--- config.mk ---
export PLATFORM = sky130hd
export DESIGN_NAME = claa_seq
export DESIGN_NICKNAME = d
export VERILOG_FILES = /design/src/rtl/claa_seq.sv
export SDC_FILE = /design/constraint.sdc
export NUM_CORES = 1
export LEC_CHECK = 0
export ABC_AREA = 1
export CORE_MARGIN = 8
export CORE_UTILIZATION = 46
export DETAILED_ROUTE_END_ITERATION = 10
export GPL_TIMING_DRIVEN = 0
export PLACE_DENSITY = 0.79
export SETUP_SLACK_MARGIN = 0.02
export SLEW_MARGIN = 15
export SYNTH_ARGS = -nofsm -noshare
export SYNTH_HDL_FRONTEND = slang
export SYNTH_SLANG_ARGS = --single-unit
--- constraint.sdc ---
create_clock -name clk_i -period 2.5 [get_ports clk_i]
set_input_delay 0.5 -clock clk_i [delete_from_list [all_inputs] [get_ports clk_i]]
set_output_delay 0.5 -clock clk_i [all_outputs]
set_load 0.02 [all_outputs]
--- src/rtl/claa_seq.sv ---
// claa_seq: sequential adder/subtractor that time-shares one carry-lookahead slice across all operand words

// claa: WORD_WIDTH-bit carry-lookahead adder; each carry is built directly from generate/propagate terms
module claa #(
    parameter int W = 8
) (
    input  logic [W-1:0] a,
    input  logic [W-1:0] b,
    input  logic         ci,
    output logic [W-1:0] s,
    output logic         co
);
    logic [W-1:0] p;
    logic [W-1:0] g;
    logic [W:0]   c;
    logic         pp;

    // Flat lookahead: carry i+1 = g[i] | p[i]g[i-1] | ... | p[i..0]ci, no ripple chain through c
    always_comb begin
        p = a ^ b;
        g = a & b;
        c = '0;
        pp = 1'b0;
        c[0] = ci;
        for (int i = 0; i < W; i++) begin
            c[i+1] = g[i];
            pp = p[i];
            for (int j = i - 1; j >= 0; j--) begin
                c[i+1] = c[i+1] | (g[j] & pp);
                pp = pp & p[j];
            end
            c[i+1] = c[i+1] | (ci & pp);
        end
        s = p ^ c[W-1:0];
        co = c[W];
    end
endmodule

module claa_seq #(
    parameter int WORD_WIDTH = 8,
    parameter int WORD_COUNT = 4
) (
    input  logic                             clk_i,
    input  logic                             rst_i,
    input  logic                             valid_i,
    output logic                             ready_o,
    input  logic [WORD_WIDTH*WORD_COUNT-1:0] a_i,
    input  logic [WORD_WIDTH*WORD_COUNT-1:0] b_i,
    input  logic                             sub_i,
    input  logic                             c_i,
    output logic                             valid_o,
    input  logic                             ready_i,
    output logic [WORD_WIDTH*WORD_COUNT-1:0] r_o,
    output logic                             c_o,
    output logic                             v_o,
    output logic                             busy_o
);
    localparam int N  = WORD_WIDTH * WORD_COUNT;
    localparam int CW = WORD_COUNT > 1 ? $clog2(WORD_COUNT) : 1;
    localparam logic [1:0] IDLE = 2'd0;
    localparam logic [1:0] RUN  = 2'd1;
    localparam logic [1:0] DONE = 2'd2;

    logic [1:0]            state;
    logic [N-1:0]          a_q;
    logic [N-1:0]          b_q;
    logic                  carry;
    logic [CW-1:0]         k;
    logic [WORD_WIDTH-1:0] a_s;
    logic [WORD_WIDTH-1:0] b_s;
    logic [WORD_WIDTH-1:0] sum;
    logic                  cout;
    logic                  last;

    assign ready_o = state == IDLE;
    assign valid_o = state == DONE;
    assign busy_o  = state == RUN;
    assign last    = k == CW'(WORD_COUNT - 1);

    // Select the current slice of each latched operand for the shared adder
    always_comb begin
        a_s = '0;
        b_s = '0;
        for (int j = 0; j < WORD_COUNT; j++) begin
            if (k == CW'(j)) begin
                a_s = a_q[j*WORD_WIDTH +: WORD_WIDTH];
                b_s = b_q[j*WORD_WIDTH +: WORD_WIDTH];
            end
        end
    end

    claa #(.W(WORD_WIDTH)) u_claa (
        .a  (a_s),
        .b  (b_s),
        .ci (carry),
        .s  (sum),
        .co (cout)
    );

    // Accept in IDLE, one slice per cycle in RUN, hold the result in DONE until the consumer takes it
    always_ff @(posedge clk_i) begin
        if (rst_i) begin
            state <= IDLE;
            a_q   <= '0;
            b_q   <= '0;
            carry <= 1'b0;
            k     <= '0;
            r_o   <= '0;
            c_o   <= 1'b0;
            v_o   <= 1'b0;
        end else if (state == IDLE && valid_i) begin
            a_q   <= a_i;
            b_q   <= sub_i ? ~b_i : b_i;
            carry <= c_i ^ sub_i;
            k     <= '0;
            state <= RUN;
        end else if (state == RUN) begin
            carry <= cout;
            for (int j = 0; j < WORD_COUNT; j++) begin
                if (k == CW'(j)) r_o[j*WORD_WIDTH +: WORD_WIDTH] <= sum;
            end
            if (last) begin
                c_o   <= cout;
                v_o   <= a_q[N-1] ^ b_q[N-1] ^ sum[WORD_WIDTH-1] ^ cout;
                k     <= '0;
                state <= DONE;
            end else begin
                k <= k + 1'b1;
            end
        end else if (state == DONE && ready_i) begin
            state <= IDLE;
        end
    end
endmodule

; ---- Yosys cells after proc, flatten, opt, wreduce, memory -nomap -nowiden
; Index checks and enable logic that the tools add are counted.
[word_totals]
rom_bits = 0
n_memories = 0
ramBits = 0
latch_bits = 0
output_inout_bits = 37
input_bits = 70
ff_bits = 103
elab_cells = 159
[classes]
bitwise = 109
n_mux = 16
addsub = 1
shifts = 0
n_div = 0
magnitude_cmp = 0
eq_ne = 7
multipliers = 0
n_reduce_logical = 14
[ops]
columns = op, n
row1 = AND 1 bit, 64
row2 = two-way mux 8 bit, 8
row3 = bitwise OR 1 bit, 36
row4 = two-way mux 32 bit, 1
row5 = inverter 32 bit, 1
row6 = bitwise XOR 8 bit, 2
row7 = AND reduction 3 bit, 4
row8 = AND 8 bit, 1
row9 = two-way mux 2 bit, 4
row10 = "equality test 2 bit, second input constant", 3
row11 = "equality test 2 x 1 -> 1 bit, second input constant", 2
row12 = logical NOT 2 bit, 2
row13 = AND reduction 2 bit, 2
row14 = nonzero test 2 bit, 2
row15 = bitwise XOR 1 bit, 4
row16 = two-way mux 1 bit, 3
row17 = "!= test 3 x 1 -> 1 bit, second input constant", 1
row18 = nonzero test 3 bit, 1
row19 = "adder 2 x 1 -> 2 bit, second input constant", 1
row20 = logical AND 1 bit, 2
row21 = "!= test 2 x 1 -> 1 bit, second input constant", 1
row22 = OR reduction 2 bit, 1
row23 = inverter 1 bit, 1

; ---- Depth between registers and ports, before layout
[logic_depth]
ltp_word = 17
mapped_depth = 19

; ---- By module
; From an unflattened synthesis, not the netlist that was laid out.
[hier_totals]
hier_cells = 667
area_unflattened_um2 = 4923.5
[modules_own_cells]
columns = module, instances, cells_per_inst, seq_area_each_um2, area_per_inst_um2
row1 = claa_seq, 1, 596, 2062.0, 4505.6
row2 = claa, 1, 71, 0.0, 417.9

; ---- Least setup slack after synthesis
; No wires, ideal clock.
[synth_path]
kind = register to register
start = register k[0]
end = register r_o[14]
stages_incl_launch_ff = 20
setup_ns = 0.116
arrival_ns = 2.426
period_less_slack_ns = 2.542
slack_ns = -0.042
path_cell_list = dfxtp_1 > inv_1 > ha_1 > inv_1 > nor2_4 > inv_1 > o221ai_1 > a22oi_1 > inv_1 > ha_1 > nand3_1 > nand3_1 > nand3_1 > nand2_1 > nand2_1 > nand2_1 > nand2_1 > nand3_1 > o211ai_1 > inv_1
[synth_between]
elab_chain_len = 14
elab_cells_between_ends = 33
cone_classes = eq/ne: 3 / mux: 8 / bitwise: 20 / reduce/logical: 2
[synth_lines]
columns = item, line_no
row1 = from (decl), 68  ; logic [CW-1:0] k;
row2 = from (signal assigned), 128  ; k <= k + 1'b1;
row3 = logical NOT 2 bit, 85  ; if (k == CW'(j)) begin
row4 = two-way mux 8 bit (4 in series), 85
row5 = AND 8 bit / bitwise XOR 8 bit (equally long branches), "21, 20"
row6 = AND 1 bit (on tied branches), "29, 30"
row7 = bitwise OR 1 bit (tied with other cells) (4 in series), 29  ; c[i+1] = c[i+1] | (g[j] & pp);
row8 = bitwise OR 1 bit / AND 1 bit (equally long branches), "29, 32"
row9 = bitwise OR 1 bit, 32  ; c[i+1] = c[i+1] | (ci & pp);
row10 = bitwise XOR 8 bit, 34  ; s = p ^ c[W-1:0];
row11 = "to (signal, indexed assignment)", 120  ; if (k == CW'(j)) r_o[j*WORD_WIDTH +: WORD_WIDTH] <= sum;
row12 = to (decl), 53  ; output logic [WORD_WIDTH*WORD_COUNT-1:0] r_o,
; Parallel ways exist; a longest one is shown, timed or not.
; A chain may end at the register's enable or synchronous reset.

; ---- Worst setup path after layout
[layout_path]
start = register k[0]
end = register r_o[22]
; Same word-level chain as after synthesis.

==> metrics.yaml <==
sta:
  worstMarginPinSlew_ns: 0.497
  skew_ns: 0.0127
  worst_hold_slack_ns: 0.473
  fmax_ghz: 0.368
  tns_ns: -2.25
  hold_violations: 0
  fin_crit_sh: 1.09
  finalCriticalPeriod_ns: 2.72
  slew_viol_final: 0
  setup_ws_ns: -0.218
  finalSetupViolCount: 18
  maxSlewHeadroom: 0.668
  rsz0062_at_grt: "yes"
pwr:
  finalPower_uw: 3960
  p_comb_frac: 0.285
  p_sw_uw: 1300
  p_leak_uw: 0.00293
  cellInternalPower_uw: 2660
  p_per_area_nw_per_um2: 554
  pwr-share-clk: 0.258
  ir_worst_vdd_mv: 0.306
  p_sw_frac: 0.328
  seqPwrFrac: 0.457
clock_network:
  clkSlewWorstSetupHoldPaths_ns: 0.11
  worstSkewPairLatency_ns: 0.37
  cts.root.buffer_cell: "clkbuf_8"
  ctsHtreeMaxLevel: 3
  cts_tree: "built"
  hold_buffers: 0
  ctsLongestPathBuffers: 2
  cts_sinks: 103
  numCtsBuffers: 9
critical_path:
  cp_num_buf_inv: 4
  cp.depth: 18
  crit_chain: "inv_4 > ha_4 > inv_4 > nor2_4 > buf_6 > a22o_1 > nand2_1 > a21oi_2 > ha_4 > a21oi_4 > o21a_1 > nand2_2 > nand2_2 > nand2_2 > nand2_4 > nand3_2 > o211ai_1 > inv_1"
  critPathSlowestCell: "dfxtp_4"
  cp-end-kind: "flip-flop"
  max_stage_delay_ns: 0.39
  cp_max_fo: 8
  path_delay_family: "compound AO/OA/AOI/OAI gates"
  worstSetupStartpointType: "flip-flop"
  reg2reg_depth: 18
  path_common_cell: "nand2_2"
  worstPathArrival_ns: 2.98
  r2r_slack_ns: -0.22
  path_class: "flip-flop to flip-flop"
  cp.required_ns: 2.76
  r2r-end: "r_o[22]"
  r2r-start: "k[0]"
routing:
  wl_met1_um: 6640
  wl_met3_um: 1080
  vias: 4903
  avgViaCountPerCell: 5.41
  top_layer_used: "met4"
  wl_met2_um: 7970
  wire_per_inst_um: 17.8
  drt_iter0_markers: 418
  postRouteAntennaNets: 0
  dr.pass1.iters: 5
  finalWirelength_um: 16100
  drc: 0
status:
  violations: "negative setup slack"
  status: "finished with violations"
floorplanning:
  die-area_um2: 14200
  core.rowCount: 37
  coreArea_um2: 10300
  start_util: 0.475
  fp.dieH_um: 119
  ios: 107
  die_w_um: 119
yosys:
  synthesis.nets: 710
  syn-cell-area_um2: 4910
  ys.flop_type: "dfxtp_1"
  synthCells: 627
  synth.largest_area_cell: "dfxtp_1"
  synth_edf_count: 0
  yosysSeqAreaShare: 0.420
  yosys_register_bits: 103
  synth_top_area_frac: 0.420
  synth_warnings: 0
  syn_area_per_cell_um2: 7.83
  synthArstFlopShare: 0
  synthDistinctLibCells: 35
  synth_area_leaders: "dfxtp_1 42%, o21ai_0 8.6%, inv_1 6.2%"
min_path:
  holdCritPathClass: "flip-flop to flip-flop"
  min_to: "b_q[9]"
  min_from: "b_q[9]"
  whs_path_depth: 2
cells_and_area:
  final_cell_mix: "105 x clkdlybuf4s50_1, 101 x dfxtp_1, 72 x nor2_1, 70 x inv_1, 68 x o21ai_0"
  drive_gt1_frac: 0.238
  nets: 848
  antenna_cells: 0
  layout_commonest_cell: "clkdlybuf4s50_1"
  syn2layout_area_growth_pct: 45.5
place:
  port_buffers: 105
  hpwlAfterDp_um: 11100
  place.gp.congestion: 0.853
grt:
  grtUsageTotal: 0.209
  grt_pass1_vias: 4980
  grt_max_degree: 19
  antenna_found_initial: 0
  grt_pass1_wl_um: 24300
  grt.overflow.total: 0
job:
  cap_violations: 0
how the worst max path moves through the flow:
| stage | to | startpoint | slack, ns |
|---|---|---|---|
| after floorplan | r_o[14] | k[1] | 0.03 |
| after global placement | r_o[23] | k[1] | -0.62 |
| after detailed placement | r_o[23] | k[1] | -0.66 |
| after CTS | r_o[12] | k[1] | -0.16 |
| after global routing | r_o[22] | k[0] | -0.32 |
| final | r_o[22] | k[0] | -0.22 |
metrics by stage:
step | util | cell area, um^2 | instances | worst slack, ns
final | 0.692 | 7140 | 906 | -0.218
after global routing | 0.692 | 7140 | 906 | -0.321
after CTS | 0.649 | 6700 | 900 | -0.160
after detailed placement | 0.594 | 6130 | 868 | -0.662
after global placement | 0.594 | 6130 | 868 | -0.623
after floorplan | - | 4910 | 627 | 0.0293
state kept, by name, summed over array words and instances, names as in the netlist:
| signal | count |
|---|---|
| k | 2 |
| r_o | 32 |
| a_q | 32 |
| state | 2 |
| b_q | 32 |
| v_o | 1 |
| c_o | 1 |
| carry | 1 |
synthesized netlist by cell type (2+ instances only):
cell      count
nor2_4        4
clkbuf_1     14
inv_2         6
nor2_1       77
a22oi_1       4
dfxtp_1     103
a21oi_1      44
o22ai_1      29
nand2_1      38
buf_6         4
nor2_2        3
o21ai_0      84
nor2_8        2
o21bai_1     16
o211ai_1      9
buf_2        15
xor2_1       13
o21ai_2       2
a22o_1        5
nand3_1      25
a221oi_1      2
inv_1        81
xnor2_1      24
ha_1         12
layer usage:
metal  global-route usage  up-vias
li1                     -     2338
met1                0.241     2306
met2                0.367      222
met3               0.0458       37
met4               0.0830        0
met5                    0        -
power groups by stage:
| stage | Combinational (uW) | Clock (uW) | Sequential (uW) |
|---|---|---|---|
| after floorplan | 479 | 0 | 1850 |
| after global placement | 788 | 0 | 1840 |
| after detailed placement | 807 | 0 | 1840 |
| after CTS | 936 | 1030 | 1810 |
| after global routing | 1210 | 1080 | 1820 |
| final | 1130 | 1020 | 1810 |
kinds of logic after synthesis:
group	count (synthesis)	synth area share
and+or+nand+nor	152	0.138
AOI/OAI and AO/OA	199	0.234
buffers and inverters	122	0.104
xor gates and xnor gates	38	0.0694
DFF	103	0.420
adders and majority gates	13	0.0347
layout make-up:
cell class / count / area [um^2]
repair buffers: 128 / 1230
clock inverters: 6 / 52.6
multi-input cells: 402 / 2910
clock buffers: 10 / 138
inverters: 88 / 368
plain buffers: 33 / 203
fillers: 782 / 3180
flip-flops and latches: 103 / 2070
well taps: 136 / 170
repair_timing:
item | in CTS | in global routing
pin swaps | 27 | 58
buffers inserted | 16 | 8
setup endpoints to repair | 31 | 35
gates resized for setup | 74 | 102
worst register-to-register path: cells and delay by family, from the launching register on:
family	cells	cell delay, ns
compound gates	5	0.81
flops	1	0.39
simple gates	7	0.63
fa+ha+maj	2	0.40
buf+inv	4	0.39
(Power assumes the default switching activity.)
